<file path="config.mk">
export PLATFORM = sky130hd
export DESIGN_NAME = alu_op_sequencer
export DESIGN_NICKNAME = d
export VERILOG_FILES = /design/src/rtl/alu_op_sequencer.sv
export SDC_FILE = /design/constraint.sdc
export NUM_CORES = 1
export LEC_CHECK = 0
export ABC_AREA = 0
export CAP_MARGIN = 20
export CORE_MARGIN = 2
export CORE_UTILIZATION = 44
export DETAILED_ROUTE_END_ITERATION = 7
export GPL_TIMING_DRIVEN = 1
export MAX_ROUTING_LAYER = met4
export PLACE_DENSITY_LB_ADDON = 0.12
export SLEW_MARGIN = 0
export SYNTH_ARGS = -nofsm -noshare
export SYNTH_HDL_FRONTEND = slang
export SYNTH_SLANG_ARGS = --single-unit
</file>
<file path="constraint.sdc">
create_clock -name clock -period 2.39 [get_ports clock]
set_input_delay 0.3585 -clock clock [delete_from_list [all_inputs] [get_ports clock]]
set_output_delay 0.3585 -clock clock [all_outputs]
set_load 0.1 [all_outputs]
</file>
<file path="src/rtl/alu_op_sequencer.sv">
// Loads A, B, then opcode from a shared switch bus via debounced buttons, drives the ALU, and latches its result.
// Latency: load on edge DEBOUNCE_CYCLES+2 of a held button; capture ALU_LAT+1 edges after opcode load; no backpressure.
module alu_op_sequencer #(
  parameter int N_BITS          = 6,
  parameter int N_LEDS          = 6,
  parameter int DEBOUNCE_CYCLES = 4,
  parameter int ALU_LAT         = 1
) (
  input  logic              clock,
  input  logic              reset,
  input  logic [N_BITS-1:0] i_sw,
  input  logic              i_btn_a,
  input  logic              i_btn_b,
  input  logic              i_btn_op,
  input  logic [N_LEDS-1:0] i_res,
  output logic [N_BITS-1:0] o_A,
  output logic [N_BITS-1:0] o_B,
  output logic [N_BITS-1:0] o_OP,
  output logic [N_LEDS-1:0] o_leds,
  output logic              o_valid,
  output logic              o_err,
  output logic [2:0]        o_state
);

  localparam int CW = $clog2(DEBOUNCE_CYCLES + 1);
  localparam int WW = (ALU_LAT < 1) ? 1 : $clog2(ALU_LAT + 1);
  localparam logic [CW-1:0] CNT_MAX = CW'(DEBOUNCE_CYCLES);
  localparam logic [CW-1:0] CNT_HIT = CW'(DEBOUNCE_CYCLES - 1);

  typedef enum logic [2:0] {
    LOAD_A  = 3'd0,
    LOAD_B  = 3'd1,
    LOAD_OP = 3'd2,
    EXEC    = 3'd3,
    DONE    = 3'd4
  } state_t;

  state_t        state;
  logic [2:0]    raw;
  logic [2:0]    sync1;
  logic [2:0]    btn_s;
  logic [2:0]    press;
  logic [CW-1:0] cnt [3];
  logic [WW-1:0] wcnt;

  assign raw = {i_btn_op, i_btn_b, i_btn_a};

  // Counter saturates above the hit value, so a long hold yields a single press.
  always_ff @(posedge clock) begin
    if (reset) begin
      sync1 <= '0;
      btn_s <= '0;
      for (int i = 0; i < 3; i++) cnt[i] <= '0;
    end else begin
      sync1 <= raw;
      btn_s <= sync1;
      for (int i = 0; i < 3; i++) begin
        if (!btn_s[i])
          cnt[i] <= '0;
        else if (cnt[i] != CNT_MAX)
          cnt[i] <= cnt[i] + CW'(1);
      end
    end
  end

  for (genvar g = 0; g < 3; g++) begin : g_press
    assign press[g] = btn_s[g] && (cnt[g] == CNT_HIT);
  end

  function automatic logic op_ok(input logic [N_BITS-1:0] op);
    case (op)
      N_BITS'(6'b100000), N_BITS'(6'b100010), N_BITS'(6'b100100),
      N_BITS'(6'b100101), N_BITS'(6'b100110), N_BITS'(6'b000011),
      N_BITS'(6'b000010), N_BITS'(6'b100111): op_ok = 1'b1;
      default:                                op_ok = 1'b0;
    endcase
  endfunction

  always_ff @(posedge clock) begin
    if (reset) begin
      state   <= LOAD_A;
      o_A     <= '0;
      o_B     <= '0;
      o_OP    <= '0;
      o_leds  <= '0;
      o_valid <= 1'b0;
      o_err   <= 1'b0;
      wcnt    <= '0;
    end else begin
      case (state)
        LOAD_A: if (press[0]) begin
          o_A   <= i_sw;
          state <= LOAD_B;
        end
        LOAD_B: if (press[1]) begin
          o_B   <= i_sw;
          state <= LOAD_OP;
        end
        LOAD_OP: if (press[2]) begin
          o_OP    <= i_sw;
          o_valid <= 1'b0;
          o_err   <= 1'b0;
          wcnt    <= WW'(ALU_LAT);
          state   <= EXEC;
        end
        EXEC: begin
          if (wcnt == '0) begin
            if (op_ok(o_OP)) begin
              o_leds  <= i_res;
              o_valid <= 1'b1;
            end else begin
              o_leds <= '0;
              o_err  <= 1'b1;
            end
            state <= DONE;
          end else begin
            wcnt <= wcnt - WW'(1);
          end
        end
        DONE: if (press[0]) begin
          o_A     <= i_sw;
          o_valid <= 1'b0;
          o_err   <= 1'b0;
          state   <= LOAD_B;
        end
        default: state <= LOAD_A;
      endcase
    end
  end

  assign o_state = state;

endmodule
</file>
==> run_results.csv, run 1 <==
group,metric,value,unit
critical_path,cp-start-kind,"flip-flop",
yosys,yosys_warnings,0,
placed_design,gp_congestion,0.750,
critical_path,cpMaxStageDelayCell,"edfxtp_1",
clocking,path_clk_slew,80,ps
clocking,cts_hold_buf,0,
finish,num-fill-cells,345,
finish,nNetsFinal,258,
floorplanning,die_area,4820,sq um
floorplanning,chipWidth,69.5,microns
floorplanning,start_util,46.5,%
sta,period_minus_slack,1810,ps
yosys,synth_top_area_cell,"dfxtp_1",
power,p_leak,0.945,nW
clocking,numCtsBuffers,5,
sta,period_share,75.8,%
sta,hold_viol,0,
critical_path,worstPathCellList,"ha_1 > ha_1 > and3b_1 > and2_4 > or3b_1 > a21oi_1",
sta,relSlewSlack,57.4,%
critical_path,end_kind,"flip-flop",
clocking,ctsLongestPathBuffers,2,
placed_design,hpwl,2.84,mm
drt,firstDrtPassIters,4,
grt,grt_antenna_before_repair,0,
power,ir_drop,0.287,mV
drt,viasPerCell,5.07,
critical_path,path_max_fanout,8,
sta,clock_skew,4.02,ps
sta,fin_tns_setup,0,ps
clocking,post_cts_buffers,0,
floorplanning,core,4060,sq um
drt,routed_wl,3.83,mm
clocking,cts_tree,"done",
floorplanning,num_rows,23,
yosys,synth.distinct_cells,34,
finish,drive_gt1_share,18.5,%
grt,grt_usage,16.3,%
critical_path,critical-path-top-cell-by-count,"ha_1",
grt,grt_pass1_wl,6.24,mm
flow_run,cap_viol_max_count,0,
yosys,ys_top_cells_by_area,"dfxtp_1 (38%), edfxtp_1 (14%), mux2i_1 (9.6%)",
clocking,clk_latency,290,ps
drt,drc,0,
power,total_power,1.34,mW
critical_path,r2r-end,"o_valid",
run_status,outcome,"finished, final reports clean",
sta,rsz0062_at_grt,"no",
finish,syn_to_final_growth,26.8,%
yosys,netlist_area,1890,sq um
critical_path,worst-path-buf-inv,0,
critical_path,critPathLaunch,"cnt[2][0]",
clocking,cts.sinks,45,
floorplanning,die_y,69.5,microns
worst_hold_path,min_from,"sync1[2]",
drt,via_count,1436,
sta,maxSlewViolCount,0,
grt,first_global_vias,1398,
clocking,cts_resized,0,
floorplanning,io_pins,46,
finish,instances_no_fill,283,
critical_path,cp.required,2610,ps
drt,drtAntennaViolNets,0,
critical_path,crit_arrival,2040,ps
clocking,cts-root-buf,"clkbuf_8",
drt,wire_per_inst,13.5,microns
grt,grt_overflow,0,
clocking,htreeDepth,2,
critical_path,crit_type,"reg -> reg",
critical_path,cp_slowest_stage_delay,440,ps
critical_path,rr_worst_depth,6,
sta,worst_pin_slew,636,ps
placed_design,dp.cells,275,
yosys,synth_area_per_cell,10.1,sq um
sta,final-setup-viol-count,0,
worst_hold_path,hold_end,"btn_s[2]",
worst_hold_path,min_path_type,"reg -> reg",
yosys,synth_top_area_share,38.2,%
critical_path,r2r_start,"cnt[2][0]",
worst_hold_path,hold_depth,1,
power,p_per_area,562,nW/um^2
critical_path,r2r_slack,580,ps
finish,n_antenna_cell,0,
placed_design,port-buffer-count,45,
sta,fin_ws,579,ps
critical_path,crit_family,"simple AND/OR/NAND/NOR gates",
placed_design,dpl_worst_slack,597,ps
yosys,syn_nets,213,
drt,drt_iter0_markers,67,
yosys,ys_seq_elements,45,
yosys,synth_cells,187,
yosys,synth-seq-area-share,52.6,%
grt,grt_max_degree,30,
sta,fmax,552,MHz
==> logic make-up after synthesis <==
family | count (synthesis) | share of synthesized area, %
compound gates | 20 | 6.37
fa+ha+maj | 9 | 5.97
buf+inv | 18 | 4.31
flops | 45 | 52.6
mux | 18 | 9.56
simple gates | 77 | 21.2
==> where the power goes <==
group          switching [mW]  internal [mW]
logic                  0.0220         0.0307
registers             0.00303          0.777
clock network           0.249          0.261
==> synthesized netlist by cell type (all sizes together) <==
master,n
a211o,1
a211oi,1
a21oi,10
a221oi,1
a22o,1
a31oi,3
and2,2
and3,3
and3b,1
buf,6
clkbuf,2
dfxtp,36
edfxtp,9
ha,9
inv,10
mux2i,18
nand2,15
nand2b,2
nand3,5
nand4,6
nor2,27
nor2b,11
nor3,3
o21a,1
o21ai,2
or3b,2
==> layer usage <==
layer / part of all wire (%) / global-route usage, %
met2: 46 / 26.0
met1: 48 / 20.4
met5: 0 / -
met4: 1.1 / 5.88
met3: 4.0 / 3.49
==> cell usage in the layout (no fill, tap or decap), types with 3 or more instances in the layout <==
| cell type | count |
|---|---|
| a21oi_1 | 10 |
| a31oi_1 | 3 |
| and3_1 | 3 |
| buf_4 | 30 |
| clkbuf_8 | 7 |
| clkdlybuf4s50_1 | 16 |
| dfxtp_1 | 36 |
| edfxtp_1 | 9 |
| ha_1 | 9 |
| inv_1 | 10 |
| mux2i_1 | 18 |
| nand2_1 | 15 |
| nand3_1 | 5 |
| nand4_1 | 6 |
| nor2_1 | 27 |
| nor2b_1 | 10 |
==> through the flow <==
stage | instance area (sq um) | utilization (%) | hold slack, ps
finish | 2390 | 58.9 | 446
global route | 2390 | 58.9 | 467
CTS | 2390 | 58.9 | 453
detailed placement | 2290 | 56.4 | 439
global placement | 2290 | 56.4 | 418
floorplan | 1890 | - | 414
==> worst max-delay path by stage <==
stage | end | slack [ps] | depth (start not counted)
after floorplan | o_valid | 200 | 6
after global placement | o_A[1] | 660 | 6
after detailed placement | o_err | 600 | 4
after CTS | o_valid | 580 | 6
after global routing | o_valid | 490 | 6
final | o_valid | 580 | 6
==> sequential cells by signal, summed over array words and instances, names as in the netlist <==
| name | count |
|---|---|
| o_leds | 6 |
| btn_s | 3 |
| sync1 | 3 |
| wcnt | 1 |
| cnt | 9 |
| o_A | 6 |
| o_err | 1 |
| o_valid | 1 |
| o_B | 6 |
| o_OP | 6 |
| o_state | 3 |
==> final cells by class <==
cell class,instances,area (sq um),area share (%)
inverters,10,37.5,1.57
flip-flops and latches,45,991,41.4
multi-input cells,124,813,34.0
clock inverters,1,5.00,0.209
well taps,50,62.6,2.62
clock buffers,7,96.3,4.03
repair buffers,46,385,16.1
Power figures use the tool's default switching activity.
==> run 2: changes to the inputs <==
==> constraint.sdc (replaced) <==
create_clock -name clock -period 1.5 [get_ports clock]
set_input_delay 0.225 -clock clock [delete_from_list [all_inputs] [get_ports clock]]
set_output_delay 0.225 -clock clock [all_outputs]
set_load 0.1 [all_outputs]
==> run_results.csv, run 2 (synthesized netlist as in run 1, its figures left out) <==
group,metric,value,unit
floorplanning,chipWidth,69.5,microns
finish,mostFrequentLayoutCells,"buf_12 (30), nor2_1 (27), dfxtp_1 (27), mux2i_1 (18), clkdlybuf4s50_1 (16)",
worst_hold_path,min_path_type,"reg -> reg",
sta,hold_viol,0,
critical_path,cp-start-kind,"flip-flop",
clocking,clk_latency,290,ps
finish,drive_gt1_share,30.9,%
drt,via_count,1517,
finish,register_area,1010,sq um
finish,design_area,2960,sq um
sta,fin_ws,-134,ps
sta,period_share,109,%
critical_path,endpoint,"o_valid",
grt,grt_max_degree,15,
placed_design,port-buffer-count,45,
sta,whs,440,ps
run_status,outcome,"finished, violations left",
critical_path,end_kind,"flip-flop",
drt,viasPerCell,5.13,
power,p_int,1.62,mW
drt,firstDrtPassIters,4,
flow_run,cap_viol_max_count,0,
clocking,cts.sinks,45,
drt,drc,0,
floorplanning,die_y,69.5,microns
sta,final-setup-viol-count,9,
drt,wl_met2,2.15,mm
power,seq_power_share,60.7,%
power,ir_drop,0.637,mV
sta,period_minus_slack,1630,ps
floorplanning,core,4060,sq um
critical_path,critPathLaunch,"cnt[2][0]",
finish,nNetsFinal,271,
floorplanning,num_rows,23,
drt,drtAntennaViolNets,0,
finish,instances_no_fill,296,
sta,relSlewSlack,80.9,%
power,netSwitchingFraction,20.8,%
power,p_leak,1.09,nW
clocking,path_clk_slew,80,ps
drt,dr_wl_met3,207,microns
clocking,cts-root-buf,"clkbuf_8",
placed_design,dp.cells,286,
critical_path,r2r_slack,-130,ps
drt,drt_iter0_markers,59,
critical_path,crit_type,"reg -> reg",
critical_path,crit_arrival,1870,ps
placed_design,hpwl,3.14,mm
finish,top_register,"cnt",
floorplanning,io_pins,46,
power,p_per_area,690,nW/um^2
power,total_power,2.04,mW
power,switchingPower,424,uW
clocking,htreeDepth,2,
grt,grt_overflow,0,
power,combPwrFrac,4.7,%
placed_design,gp_congestion,0.754,
drt,routed_wl,4.18,mm
run_status,violations,"setup timing",
sta,clock_skew,4.73,ps
sta,fin_tns_setup,-734,ps
finish,largest_register_ffs,9,
grt,grt_pass1_wl,6.95,mm
floorplanning,start_util,46.5,%
placed_design,placed_cell_area,2770,sq um
critical_path,r2r_start,"cnt[2][0]",
finish,multi_input_area,908,sq um
clocking,ctsLongestPathBuffers,2,
finish,num-fill-cells,256,
critical_path,r2r-end,"o_valid",
clocking,cts_hold_buf,0,
floorplanning,die_area,4820,sq um
clocking,cts_tree,"done",
sta,rsz0062_at_grt,"yes",
sta,worst_pin_slew,287,ps
finish,final_util,72.9,%
placed_design,dpl_worst_slack,-105,ps
grt,grt_antenna_before_repair,0,
drt,wl_met1,1.76,mm
power,clock_power_share,34.6,%
finish,syn_to_final_growth,56.9,%
grt,first_global_vias,1540,
drt,highest_layer,"met4",
sta,maxSlewViolCount,0,
clocking,numCtsBuffers,5,
critical_path,cp.required,1730,ps
drt,wire_per_inst,14.1,microns
sta,fmax,612,MHz
finish,n_antenna_cell,0,
critical_path,path_max_fanout,3,
grt,grt_usage,18.6,%
finish,final_common_cell,"buf_12",
critical_path,rr_worst_depth,6,
-- run 2: changes by cell type in the layout (fill, tap and decap cells not counted), moves of 2 or more --
cell / change
buf_12: +30
buf_4: -18
clkbuf_1: +2
clkbuf_8: -2
dfxtp_1: -9
dfxtp_2: +7
dfxtp_4: +2
ha_1: -7
ha_2: +3
ha_4: +4
nand2_1: -2
-- run 2: timing repair --
| item | CTS | global route |
|---|---|---|
| gates resized for setup | 4 | 16 |
| setup buffers | 1 | 1 |
| endpoints found under the setup margin | 17 | 27 |
| pin swaps | 2 | 5 |
-- run 2: layer usage --
layer  vias to the layer above  GRT usage (%)
met3                         8           5.38
met2                        38           30.2
met5                         -              -
li1                        755              -
met4                         0           8.50
met1                       716           21.3
-- run 2: final cells by class --
class / instances / area share (%)
clock buffers: 7 / 2.58
flip-flops and latches: 45 / 34.0
inverters: 10 / 1.27
multi-input cells: 124 / 30.7
clock inverters: 1 / 0.169
well taps: 50 / 2.11
repair buffers: 59 / 29.1
-- run 2: critical path: stages, from the launching register on --
cell and delay, ps:
edfxtp_1 410, ha_2 230, ha_4 160, and3b_1 170, and2_4 140, or3b_1 340, a21oi_1 120
-- run 2: power by group through the flow --
stage / logic [mW] / clock network [mW] / registers [mW]
detailed placement: 0.0926 / 0 / 1.27
floorplan: 0.0288 / 0 / 1.27
global placement: 0.0890 / 0 / 1.27
CTS: 0.0944 / 0.734 / 1.24
finish: 0.0964 / 0.706 / 1.24
global route: 0.106 / 0.777 / 1.24
-- run 2: worst min path at each step --
stage	slack (ps)	start	to	cells past startpoint
3_5_place_dp	430	sync1[1]	btn_s[1]	1
2_1_floorplan	350	i_btn_a	sync1[0]	1
5_1_grt	460	sync1[1]	btn_s[1]	1
6_report	440	sync1[1]	btn_s[1]	1
3_3_place_gp	420	sync1[1]	btn_s[1]	1
4_1_cts	450	sync1[1]	btn_s[1]	1
